==> config.mk <==
export PLATFORM = sky130hd
export DESIGN_NAME = round_sequencer
export DESIGN_NICKNAME = d
export VERILOG_FILES = /design/src/rtl/round_sequencer.sv
export SDC_FILE = /design/constraint.sdc
export NUM_CORES = 1
export LEC_CHECK = 0
export ABC_AREA = 1
export ABC_CLOCK_PERIOD_IN_PS = 1800
export CORE_MARGIN = 2
export CORE_UTILIZATION = 28
export CTS_CLUSTER_DIAMETER = 150
export DETAILED_ROUTE_END_ITERATION = 8
export MAX_ROUTING_LAYER = met4
export PLACE_DENSITY = 0.43
export SYNTH_ARGS = -nofsm -noshare
export SYNTH_HDL_FRONTEND = slang
export SYNTH_SLANG_ARGS = --single-unit
==> constraint.sdc <==
create_clock -name clk -period 1.8 [get_ports clk]
set_input_delay 0.27 -clock clk [delete_from_list [all_inputs] [get_ports clk]]
set_output_delay 0.27 -clock clk [all_outputs]
set_load 0.01 [all_outputs]
==> src/rtl/round_sequencer.sv <==
// round_sequencer: game-level controller for the round countdown timer.
// Arms a round on start, counts seconds down to zero, handles player
// pause/resume, scores correct answers, holds between rounds and flags
// game_over after the last round.
module round_sequencer #(
    parameter int CLK_DIV    = 100000000,
    parameter int ROUND_SECS = 30,
    parameter int HOLD_SECS  = 2,
    parameter int NUM_ROUNDS = 3
) (
    input  logic       clk,
    input  logic       reset,
    input  logic       start,
    input  logic       pause_btn,
    input  logic       answer_valid,
    input  logic       answer_correct,
    output logic [4:0] time_display,
    output logic [3:0] round_num,
    output logic [7:0] score,
    output logic [2:0] state,
    output logic       pause,
    output logic       game_over
);

    localparam int PW = (CLK_DIV > 1) ? $clog2(CLK_DIV) : 1;
    localparam int HW = $clog2(HOLD_SECS + 1);

    localparam logic [2:0] S_IDLE   = 3'd0;
    localparam logic [2:0] S_RUN    = 3'd1;
    localparam logic [2:0] S_PAUSED = 3'd2;
    localparam logic [2:0] S_HOLD   = 3'd3;
    localparam logic [2:0] S_DONE   = 3'd4;

    localparam logic [PW-1:0] PRESC_MAX  = PW'(CLK_DIV - 1);
    localparam logic [4:0]    TIME_INIT  = 5'(ROUND_SECS);
    localparam logic [3:0]    LAST_ROUND = 4'(NUM_ROUNDS);
    localparam logic [HW-1:0] HOLD_LAST  = HW'(HOLD_SECS - 1);

    logic [2:0]    state_q, state_d;
    logic [4:0]    time_q, time_d;
    logic [3:0]    round_q, round_d;
    logic [7:0]    score_q, score_d;
    logic [PW-1:0] presc_q, presc_d;
    logic [HW-1:0] hold_q, hold_d;
    logic          pause_q, pause_d;
    logic          over_q, over_d;

    logic          tick;
    logic [PW-1:0] presc_next;
    logic [7:0]    score_inc;
    logic          correct;

    // One-second tick is the prescaler's wrap cycle; only meaningful in RUN/HOLD
    always_comb begin
        tick       = (presc_q == PRESC_MAX);
        presc_next = tick ? '0 : presc_q + 1'b1;
        score_inc  = (score_q == 8'hFF) ? score_q : score_q + 8'd1;
        correct    = answer_valid & answer_correct;
    end

    // Next-state logic; RUN priority is correct answer, then timeout, then pause
    always_comb begin
        state_d = state_q;
        time_d  = time_q;
        round_d = round_q;
        score_d = score_q;
        presc_d = presc_q;
        hold_d  = hold_q;

        case (state_q)
            S_IDLE, S_DONE: begin
                if (start) begin
                    state_d = S_RUN;
                    round_d = 4'd1;
                    score_d = 8'd0;
                    time_d  = TIME_INIT;
                    presc_d = '0;
                    hold_d  = '0;
                end
            end

            S_RUN: begin
                if (correct) begin
                    // Answer freezes the display even if this was a tick cycle
                    score_d = score_inc;
                    state_d = S_HOLD;
                    presc_d = presc_next;
                    hold_d  = '0;
                end else if (tick && (time_q <= 5'd1)) begin
                    time_d  = 5'd0;
                    state_d = S_HOLD;
                    presc_d = presc_next;
                    hold_d  = '0;
                end else if (pause_btn) begin
                    // Prescaler is frozen from the press so resume keeps the phase
                    state_d = S_PAUSED;
                end else begin
                    presc_d = presc_next;
                    if (tick) begin
                        time_d = time_q - 5'd1;
                    end
                end
            end

            S_PAUSED: begin
                if (pause_btn) begin
                    state_d = S_RUN;
                end
            end

            S_HOLD: begin
                presc_d = presc_next;
                if (tick) begin
                    if (hold_q == HOLD_LAST) begin
                        hold_d  = '0;
                        presc_d = '0;
                        if (round_q >= LAST_ROUND) begin
                            state_d = S_DONE;
                        end else begin
                            state_d = S_RUN;
                            round_d = round_q + 4'd1;
                            time_d  = TIME_INIT;
                        end
                    end else begin
                        hold_d = hold_q + 1'b1;
                    end
                end
            end

            default: begin
                state_d = S_IDLE;
                time_d  = TIME_INIT;
                round_d = 4'd0;
                score_d = 8'd0;
                presc_d = '0;
                hold_d  = '0;
            end
        endcase

        pause_d = (state_d == S_PAUSED) || (state_d == S_HOLD);
        over_d  = (state_d == S_DONE);
    end

    // State registers with asynchronous reset back to an idle, full-time display
    always_ff @(posedge clk or posedge reset) begin
        if (reset) begin
            state_q <= S_IDLE;
            time_q  <= TIME_INIT;
            round_q <= 4'd0;
            score_q <= 8'd0;
            presc_q <= '0;
            hold_q  <= '0;
            pause_q <= 1'b0;
            over_q  <= 1'b0;
        end else begin
            state_q <= state_d;
            time_q  <= time_d;
            round_q <= round_d;
            score_q <= score_d;
            presc_q <= presc_d;
            hold_q  <= hold_d;
            pause_q <= pause_d;
            over_q  <= over_d;
        end
    end

    assign time_display = time_q;
    assign round_num    = round_q;
    assign score        = score_q;
    assign state        = state_q;
    assign pause        = pause_q;
    assign game_over    = over_q;

endmodule
After elaboration in Yosys (flattened, before gate mapping):

Index checks and enable logic that the tools add are counted.

* output and inout port bits: 22
* logic and storage cells: 92
* bits of input ports: 6
* register bits after elaboration: 51

* add/subtract/negate cells: 5
* bitwise gates (word level): 4
* muxes and demuxes: 41
* reduce and logical (&&, ||, !) cells: 11
* $lt $le $gt $ge: 2
* equality and inequality tests: 21

Operators by type and width (count)
* $mux 27: 7
* $pmux 27 s4: 1
* $mux 5: 8
* $add 27x1->27 const B: 1
* $eq 27x27->1 const B: 1
* $mux 3: 8
* $mux 8: 3
* $pmux 8 s3: 1
* $pmux 5 s4: 1
* $mux 4: 4
* $ne 2x2->1 const B: 7
* $eq 3x2->1 const B: 4
* $pmux 3 s4: 1
* $pmux 4 s3: 1
* $mux 2: 5
* $ne 3x3->1 const B: 3
* $add 8x1->8 const B: 1
* $eq 8x8->1 const B: 1
* $pmux 2 s4: 1
* $reduce_and 4->1: 2
* $reduce_and 8->1: 1
* $eq 3x3->1 const B: 2
* $reduce_or 2->1: 3
* $le 5x1->1 const B: 1
* 14 further kinds: 16

Depth between registers and ports, before layout:

Gate-level depths: netlist (run 1).

* depth in word-level cells: 7
* depth in mapped cells: 12
* gate-level depth less buffers: 11

Worst setup path after synthesis (run 1):

OpenSTA, ideal clock, no wires.

* path type: reg2reg
* from: register presc_q[0]
* to: register presc_q[18]
* slack: 34 ps
* stages on the path, launching flop included: 12
* data required time: 1683 ps
* setup time: 117 ps
* data arrival time: 1650 ps
* buffers on the path: 1
* period minus slack after synthesis: 1766 ps
* cells stage by stage: dfrtp_1 -> ha_1 -> nand3_2 -> inv_2 -> nand2_4 -> nor2_4 -> nand3_4 -> nand3_2 -> nand2_4 -> buf_2 -> nand2_1 -> nand2_1

* cells in the longest elaborated chain, start to end: 6
* elaborated cells on any way between the ends: 12
* classes of those cells: add/sub (1); eq/ne (2); mux (7); reduce/logical (2)

RTL lines
* start, declared: RTL line 43 `logic [PW-1:0] presc_q, presc_d;`
* start signal, assigned: RTL line 160 `presc_q <= presc_d;`
* $add 27x1->27 / $eq 27x27->1 (equally long branches): RTL line 56, 55
* $mux 27: RTL line 56 `presc_next = tick ? '0 : presc_q + 1'b1;`
* $mux 27: RTL line 94 `end else if (pause_btn) begin`
* $mux 27: RTL line 89 `end else if (tick && (time_q <= 5'd1)) begin`
* $mux 27: RTL line 83 `if (correct) begin`
* $pmux 27 s4: RTL line 70 `case (state_q)`

Several ways; a longest one is shown, not always the timed one. The select of a mux whose other input is x is not followed.
A chain may end at the register's enable or synchronous reset.

Worst setup path in the final report (run 1):

* from: register time_q[1] (netlist: time_display[1])
* to: output port time_display[1]

RTL lines
* start, declared: RTL line 40 `logic [4:0] time_q, time_d;`
* start signal, assigned: RTL line 157 `time_q <= time_d;`
* end, declared: RTL line 17 `output logic [4:0] time_display,`

No word-level cell between the ends.

==> results of run 1 <==
[how the worst max path moves through the flow]
stage	from	to	slack, ns	cells after the start
finish	time_display[1]	time_display[1]	0.06	2
global route	presc_q[9]	presc_q[26]	-0.006	11
CTS	time_display[1]	presc_q[21]	0.04	11
detailed placement	start	time_display[0]	-0.01	10
global placement	start	time_display[0]	0.05	10
floorplan	presc_q[0]	presc_q[18]	0.03	11
[area by class of cell]
cell class | instances | area, sq um | share of cell area (%)
Multi-Input combinational cell | 420 | 2080 | 43.6
Sequential cell | 51 | 1280 | 27.0
Timing Repair Buffer | 87 | 826 | 17.4
Tap cell | 172 | 215 | 4.52
Inverter | 52 | 203 | 4.26
Clock buffer | 6 | 139 | 2.92
Clock inverter | 2 | 16.3 | 0.342
[cells in the final DEF, fill, tap and decap left out, drive strengths merged, types with 12 or more instances in the layout]
cell type,n
inv,52
nor2,68
nand3,48
o21ai,15
nand2,207
a21oi,26
clkdlybuf4s50,27
buf,57
dfrtp,47
nand4,12
[registers in the layout (all words and copies together), names as in the netlist]
signal / cells
game_over: 1
hold_q: 2
pause: 1
presc_q: 27
round_num: 4
score: 8
state: 3
time_display: 5
[stage by stage]
step,worst slack [ns],hold WS [ns]
after floorplan,0.0338,0.380
after CTS,0.0357,0.296
after detailed placement,-0.0108,0.460
after global routing,-0.00640,0.324
final,0.0630,0.281
after global placement,0.0522,0.466
[power by group]
group | switching, W | total, W | internal, W
clock network | 0.000461 | 0.00102 | 0.000557
logic | 0.00183 | 0.00313 | 0.00130
registers | 0.000176 | 0.00153 | 0.00136
total | 0.00246 | 0.00568 | 0.00322
[what timing repair did]
| item | CTS | global route |
|---|---|---|
| gates resized for setup | 0 | 35 |
| setup buffers | 0 | 2 |
| hold endpoints to repair | 0 | 0 |
| endpoints found under the setup margin | 0 | 38 |
[critical path: stages (launching register included)]
cell,delay [ns]
sky130_fd_sc_hd__dfstp_2,0.54
sky130_fd_sc_hd__buf_4,0.10
sky130_fd_sc_hd__clkdlybuf4s50_1,0.52
[cells by family after synthesis]
family | count (synthesis) | synth area share (%)
buffers and inverters | 65 | 7.78
AO/OA/AOI/OAI | 58 | 9.83
XOR/XNOR | 13 | 3.22
AND/OR/NAND/NOR | 344 | 41.2
adder cells (fa/ha/maj) | 5 | 1.77
flip-flops | 51 | 36.2
[metal layers]
metal  up-vias  wire length, um
li1       1874                -
met1      1714             5560
met3        21              522
met4         0              233
met2        85             5040
met5         -                0
==> PnR_summary.wiki, run 1 <==
{| class="wikitable"
! Metric !! Value
|-
| 1st-pass router iterations || 5
|-
| Met1 GRT Util || 23.9%
|-
| Total placed instance area || 4380 sq um
|-
| Instance count after placement with tap cells included || 774
|-
| Pins over their slew limit || 0
|-
| FMAX || 576 MHz
|-
| Grt met2 use || 25.6%
|-
| Floorplan die height || 116 um
|-
| Clock-pin slew of the registers on the worst-case setup and hold paths || 0.07 ns
|-
| Sum of overflow across all layers after global routing || 0
|-
| Largest net degree at the start of global routing || 36
|-
| Seq/Total Area, Yosys || 36.2%
|-
| Setup violators final || 0
|-
| Total non-filler cell area in the finished layout || 4760 sq um
|-
| Global-route wire length before repair || 17300 um
|-
| Worst hold path type || in2async
|-
| Final worst path period need || 1.74 ns
|-
| All-Layer GR Usage || 17.2%
|-
| Type of the worst setup path || reg2out
|-
| Worst skew pair latency || 0.30 ns
|-
| Post-detailed-route DRC marker count || 0
|-
| HPWL after DPL || 8060 um
|-
| Core occupancy in the finished layout || 38.2%
|-
| Post-Synthesis Cells || 536
|-
| Hold Vio Cnt, Final || 0
|-
| Status || completed
|-
| Total via count after detailed routing || 3694
|-
| N_diodes || 0
|-
| Area grow syn2layout || 34.5%
|-
| Filler cell count in the final layout || 1346
|-
| Number of antenna-violating nets in the routed design || 0
|-
| Starting DRC count in detailed routing || 290
|-
| Number of buffers inserted for hold repair after clock tree synthesis || 0
|-
| Via count of the first global-routing pass || 3383
|-
| Largest buffer count on any clock path || 2
|-
| Reg2reg end || presc_q[5]
|-
| Worst supply voltage drop on vdd || 0.000478 V
|-
| Worst-path fanout max || 2
|-
| Width of the die || 116 um
|-
| Gr busiest metal || met2
|-
| Antenna violations before repair || 0
|-
| Syn. warnings || 0
|-
| Top-level port count || 28
|-
| Flop2flop setup slack || 0.08 ns
|-
| Total Neg Setup Slack || 0 ns
|-
| Fraction of registers with async set or reset after synthesis || 100%
|-
| Slew at the pin with the worst max-slew slack || 0.417 ns
|-
| Synthesized cell area || 3540 sq um
|-
| Fin crit share || 96.5%
|-
| Wirelength, routed || 11400 um
|-
| GR Util met3 || 3.11%
|-
| Seq cells post-synth || 51
|-
| Crit path arrival time || 1.47 ns
|-
| Number of placement rows || 41
|-
| Synth Flop Type || sky130_fd_sc_hd__dfrtp_1
|-
| Max-cap violation count || 0
|-
| Synthesized Nets || 547
|-
| Final layout net count || 628
|-
| Most frequent cell after synthesis || sky130_fd_sc_hd__nand2_1
|-
| Placeable core region || 12500 sq um
|-
| Non-filler instance count after layout || 790
|-
| Number of cells on the worst reg-to-reg path || 11
|-
| Required time worst endpoint || 1.53 ns
|-
| Number of buffers created by CTS || 5
|-
| Total die area || 13600 sq um
|-
| Nature of the critical path endpoint || output port
|-
| Share of final-layout standard cells stronger than drive strength 1 || 19.9%
|-
| Avg Vias per Cell || 4.68
|-
| Port bufs || 27
|-
| Cell variety after synth || 36
|-
| Deepest level of the CTS H-tree || 2
|-
| TritonCTS clock tree || done
|-
| Total power after layout || 0.00568 W
|-
| Routed len/inst || 14.4 um
|-
| Initial standard-cell utilization of the core || 28.4%
|-
| PD cells || 1190 nW/um^2
|-
| Clock tree root driver cell || sky130_fd_sc_hd__clkbuf_16
|-
| Slew HR || 72.2%
|-
| Post-synth top area share || 33.2%
|-
| Critical R2R Launch || presc_q[0]
|-
| Cells taking the most area after synthesis || sky130_fd_sc_hd__dfrtp_1 (33%), sky130_fd_sc_hd__nand2_1 (22%), sky130_fd_sc_hd__nor2_1 (6.8%), sky130_fd_sc_hd__nand3_1 (6.2%), sky130_fd_sc_hd__inv_1 (5.3%)
|-
| Weighted congestion reported at the end of routability-driven placement || 0.908
|-
| Yosys top cell by area || sky130_fd_sc_hd__dfrtp_1
|-
| Mean post-synth cell area || 6.60 sq um
|-
| Count of flip-flops with a built-in enable after synthesis || 0
|-
| Number of sinks driven by the clock tree || 51
|-
| Leakage power total || 2.09 nW
|-
| Top cells by count, synth || sky130_fd_sc_hd__nand2_1 (204), sky130_fd_sc_hd__nor2_1 (64), sky130_fd_sc_hd__inv_1 (50)
|-
| Type of element launching the critical path || register
|-
| Clock tree skew after final layout || 0.00772 ns
|}
Note: power is estimated with default switching activity, not from simulation.
==> run 2: changes to the inputs <==
ABC_AREA = not set   (was 1)
PLACE_DENSITY = 0.44   (was 0.43)
==> PnR_summary.wiki, run 2 <==
{| class="wikitable"
! Metric !! Value
|-
| Starting DRC count in detailed routing || 105 (was 290)
|-
| Most frequent cell after synthesis || sky130_fd_sc_hd__dfrtp_1 (was sky130_fd_sc_hd__nand2_1)
|-
| Wirelength, routed || 8620 um (was 11400 um)
|-
| Synthesized Nets || 334 (was 547)
|-
| Seq/Total Area, Yosys || 45.6% (was 36.2%)
|-
| Gr busiest metal || met2 (unchanged)
|-
| Type of element launching the critical path || register (unchanged)
|-
| Max-cap violation count || 0 (unchanged)
|-
| Required time worst endpoint || 2.04 ns (was 1.53 ns)
|-
| Number of cells on the worst reg-to-reg path || 7 (was 11)
|-
| Post-detailed-route DRC marker count || 0 (unchanged)
|-
| Unrepaired setup endpoints after global routing || true
|-
| Number of buffers created by CTS || 5 (unchanged)
|-
| Number of buffers inserted for hold repair after clock tree synthesis || 0 (unchanged)
|-
| Synthesized cell area || 2810 sq um (was 3540 sq um)
|-
| Share of final-layout standard cells stronger than drive strength 1 || 39.8% (was 19.9%)
|-
| Total Neg Setup Slack || -7.93 ns (was 0 ns)
|-
| Final worst path period need || 2.16 ns (was 1.74 ns)
|-
| Flip-flop count of the largest register, all copies and words added || 27 (unchanged)
|-
| Adder-cell share of the synthesized area || 2.23% (was 1.77%)
|-
| Hold Vio Cnt, Final || 0 (unchanged)
|-
| Register with the most flip-flops || presc_q (unchanged)
|-
| GR Util met3 || 2.88% (was 3.11%)
|-
| Simple-gate portion of the synthesized area || 25.9% (was 41.2%)
|-
| FMAX || 464 MHz (was 576 MHz)
|-
| Count of flip-flops with a built-in enable after synthesis || 0 (unchanged)
|-
| Status || complete, but fails checks (was completed)
|-
| Pins over their slew limit || 0 (unchanged)
|-
| Cell-internal power || 0.00310 W (was 0.00322 W)
|-
| Grt met2 use || 27.0% (was 25.6%)
|-
| Deepest level of the CTS H-tree || 2 (unchanged)
|-
| Largest buffer count on any clock path || 2 (unchanged)
|-
| Crit path arrival time || 2.40 ns (was 1.47 ns)
|-
| Largest net degree at the start of global routing || 52 (was 36)
|-
| Setup violators final || 42 (was 0)
|-
| Cell variety after synth || 46 (was 36)
|-
| TritonCTS clock tree || done (unchanged)
|-
| Post-Synthesis Cells || 323 (was 536)
|-
| Register share of total power || 28.3% (was 27.0%)
|-
| Flop2flop setup slack || -0.36 ns (was 0.08 ns)
|-
| Clock tree root driver cell || sky130_fd_sc_hd__clkbuf_8 (was sky130_fd_sc_hd__clkbuf_16)
|-
| Leading cell type in the layout, fill and taps excluded || sky130_fd_sc_hd__buf_4 (was sky130_fd_sc_hd__nand2_1)
|-
| Type of the worst setup path || reg2reg (was reg2out)
|-
| Met1 GRT Util || 21.7% (was 23.9%)
|-
| Proportion of synthesized area in mux cells || 1.51% (was 0%)
|-
| Port bufs || 27 (unchanged)
|-
| Weighted congestion reported at the end of routability-driven placement || 0.802 (was 0.908)
|-
| Total via count after detailed routing || 2913 (was 3694)
|-
| All-Layer GR Usage || 16.6% (was 17.2%)
|-
| Number of placement rows || 36 (was 41)
|-
| Failing checks || negative setup slack
|-
| Clock tree skew after final layout || 0.0139 ns (was 0.00772 ns)
|-
| Width of the die || 104 um (was 116 um)
|-
| Number of antenna-violating nets in the routed design || 0 (unchanged)
|-
| Fraction of registers with async set or reset after synthesis || 100% (unchanged)
|-
| Antenna violations before repair || 0 (unchanged)
|-
| Top-level port count || 28 (unchanged)
|-
| Synth Flop Type || sky130_fd_sc_hd__dfrtp_1 (unchanged)
|-
| Reg2reg end || presc_q[21] (was presc_q[5])
|-
| Critical R2R Launch || presc_q[0] (unchanged)
|-
| Area grow syn2layout || 61.5% (was 34.5%)
|-
| Non-filler instance count after layout || 590 (was 790)
|-
| Routed len/inst || 14.6 um (was 14.4 um)
|-
| Initial standard-cell utilization of the core || 28.8% (was 28.4%)
|-
| Worst hold path type || in2async (unchanged)
|-
| Cells taking the most area after synthesis || sky130_fd_sc_hd__dfrtp_1 (42%), sky130_fd_sc_hd__o21ai_0 (6.9%), sky130_fd_sc_hd__nand2_1 (4.8%), sky130_fd_sc_hd__nor2_1 (4.1%), sky130_fd_sc_hd__dfstp_2 (3.7%) (was sky130_fd_sc_hd__dfrtp_1 (33%), sky130_fd_sc_hd__nand2_1 (22%), sky130_fd_sc_hd__nor2_1 (6.8%), sky130_fd_sc_hd__nand3_1 (6.2%), sky130_fd_sc_hd__inv_1 (5.3%))
|-
| Post-Synth XOR/XNOR Area || 2.49% (was 3.22%)
|-
| Placeable core region || 9770 sq um (was 12500 sq um)
|-
| Global-route wire length before repair || 14200 um (was 17300 um)
|-
| Worst supply voltage drop on vdd || 0.000595 V (was 0.000478 V)
|-
| PD cells || 1100 nW/um^2 (was 1190 nW/um^2)
|-
| Avg Vias per Cell || 4.94 (was 4.68)
|-
| Syn. warnings || 0 (unchanged)
|-
| Total die area || 10900 sq um (was 13600 sq um)
|-
| Clock-pin slew of the registers on the worst-case setup and hold paths || 0.11 ns (was 0.07 ns)
|-
| Seq cells post-synth || 51 (unchanged)
|-
| Mean post-synth cell area || 8.70 sq um (was 6.60 sq um)
|-
| Final layout net count || 467 (was 628)
|-
| Switching portion of total power || 38.1% (was 43.4%)
|-
| Yosys top cell by area || sky130_fd_sc_hd__dfrtp_1 (unchanged)
|-
| Worst setup margin || -0.355 ns (was 0.0630 ns)
|-
| HPWL after DPL || 6080 um (was 8060 um)
|-
| Worst skew pair latency || 0.32 ns (was 0.30 ns)
|-
| Most used cells in the layout excluding fill and tap cells || sky130_fd_sc_hd__buf_4 (95), sky130_fd_sc_hd__dfrtp_1 (45), sky130_fd_sc_hd__nand2_1 (36) (was sky130_fd_sc_hd__nand2_1 (201), sky130_fd_sc_hd__buf_4 (50), sky130_fd_sc_hd__nor2_1 (49))
|-
| Core occupancy in the finished layout || 46.5% (was 38.2%)
|-
| Slew HR || 74.2% (was 72.2%)
|-
| 1st-pass router iterations || 4 (was 5)
|-
| Nature of the critical path endpoint || register (was output port)
|-
| Floorplan die height || 104 um (was 116 um)
|-
| Top cells by count, synth || sky130_fd_sc_hd__dfrtp_1 (47), sky130_fd_sc_hd__o21ai_0 (39), sky130_fd_sc_hd__nand2_1 (36) (was sky130_fd_sc_hd__nand2_1 (204), sky130_fd_sc_hd__nor2_1 (64), sky130_fd_sc_hd__inv_1 (50))
|-
| Clk network pwr share || 17.2% (was 17.9%)
|-
| Post-synth top area share || 41.8% (was 33.2%)
|-
| Main combinational cell family by area after synthesis || simple AND/OR/NAND/NOR gates (unchanged)
|-
| Fin crit share || 120% (was 96.5%)
|-
| Leakage power total || 1.97 nW (was 2.09 nW)
|-
| N_diodes || 0 (unchanged)
|-
| Number of sinks driven by the clock tree || 51 (unchanged)
|-
| Power share of the combinational group || 54.4% (was 55.1%)
|-
| Synth Area in Compound Gates || 19.9% (was 9.83%)
|-
| Net Switching || 0.00191 W (was 0.00246 W)
|-
| Slew at the pin with the worst max-slew slack || 0.384 ns (was 0.417 ns)
|-
| Sum of overflow across all layers after global routing || 0 (unchanged)
|-
| Total power after layout || 0.00501 W (was 0.00568 W)
|-
| Via count of the first global-routing pass || 2854 (was 3383)
|-
| Worst-path fanout max || 5 (was 2)
|-
| Instance count after placement with tap cells included || 567 (was 774)
|}
-- run 2: cell count changes after synthesis, moves of 9 or more --
cell	previous run	this run
sky130_fd_sc_hd__nand2_1	204	36
sky130_fd_sc_hd__nor3_1	4	13
sky130_fd_sc_hd__nand3_1	44	15
sky130_fd_sc_hd__a31oi_1	1	11
sky130_fd_sc_hd__or3_1	0	10
sky130_fd_sc_hd__nor2_1	64	31
sky130_fd_sc_hd__o21ai_0	7	39
sky130_fd_sc_hd__xor2_1	9	0
sky130_fd_sc_hd__inv_1	50	8
-- run 2: how the worst max path moves through the flow --
| stage | start | to | slack, ns |
|---|---|---|---|
| after global routing | presc_q[0] | presc_q[21] | -0.47 |
| after detailed placement | presc_q[7] | presc_q[21] | -0.39 |
| final | presc_q[0] | presc_q[21] | -0.36 |
| after CTS | presc_q[0] | presc_q[21] | -0.35 |
| after global placement | start | presc_q[23] | -0.35 |
| after floorplan | presc_q[0] | presc_q[23] | -0.43 |
-- run 2: power by group through the flow --
stage | combinational [W] | sequential [W] | clock, W
6_report | 0.00273 | 0.00142 | 0.000865
5_1_grt | 0.00298 | 0.00145 | 0.000942
4_1_cts | 0.00262 | 0.00142 | 0.000892
3_5_place_dp | 0.00227 | 0.00144 | 0
3_3_place_gp | 0.00227 | 0.00143 | 0
2_1_floorplan | 0.000976 | 0.00152 | 0
-- run 2: critical path, stage by stage, from the launching register on --
cell and delay (ns):
sky130_fd_sc_hd__dfrtp_1 0.41, sky130_fd_sc_hd__ha_2 0.21, sky130_fd_sc_hd__and3_4 0.20, sky130_fd_sc_hd__nand4_1 0.10
sky130_fd_sc_hd__or3_4 0.39, sky130_fd_sc_hd__a211o_1 0.32, sky130_fd_sc_hd__or3_1 0.34, sky130_fd_sc_hd__a21oi_2 0.11
-- run 2: cells by family (layout without fill, tap and decap cells) --
group,after synthesis,count (layout)
compound gates,94,94
xor+xnor,8,8
fa+ha+maj,5,5
buf+inv,17,151
flops,51,51
mux,4,4
simple gates,144,144
-- run 2: final cells by class --
| type | count | area (sq um) |
|---|---|---|
| Clock buffer | 6 | 82.6 |
| Clock inverter | 2 | 35.0 |
| Fill cell | 949 | 5230 |
| Inverter | 8 | 30.0 |
| Multi-Input combinational cell | 255 | 1780 |
| Sequential cell | 51 | 1280 |
| Tap cell | 133 | 166 |
| Timing Repair Buffer | 135 | 1160 |
-- run 2: repair_timing --
action,4_1_cts,5_1_grt
gates cloned,1,0
setup endpoints to repair,45,49
pin swaps,29,7
gates resized for setup,77,23
buffers inserted,10,5
-- run 2: stage by stage --
stage	hold WS (ns)	setup WS, ns	instance area [sq um]
6_report	0.309	-0.355	4540
5_1_grt	0.346	-0.473	4540
2_1_floorplan	0.457	-0.427	2860
3_5_place_dp	0.494	-0.394	3990
3_3_place_gp	0.487	-0.348	3990
4_1_cts	0.322	-0.351	4440
-- run 2: per-layer routing --
layer | wire length [um] | share of wire (%)
met5 | 0 | 0
met4 | 106 | 1.2
met3 | 250 | 2.9
met2 | 4200 | 49
met1 | 4060 | 47
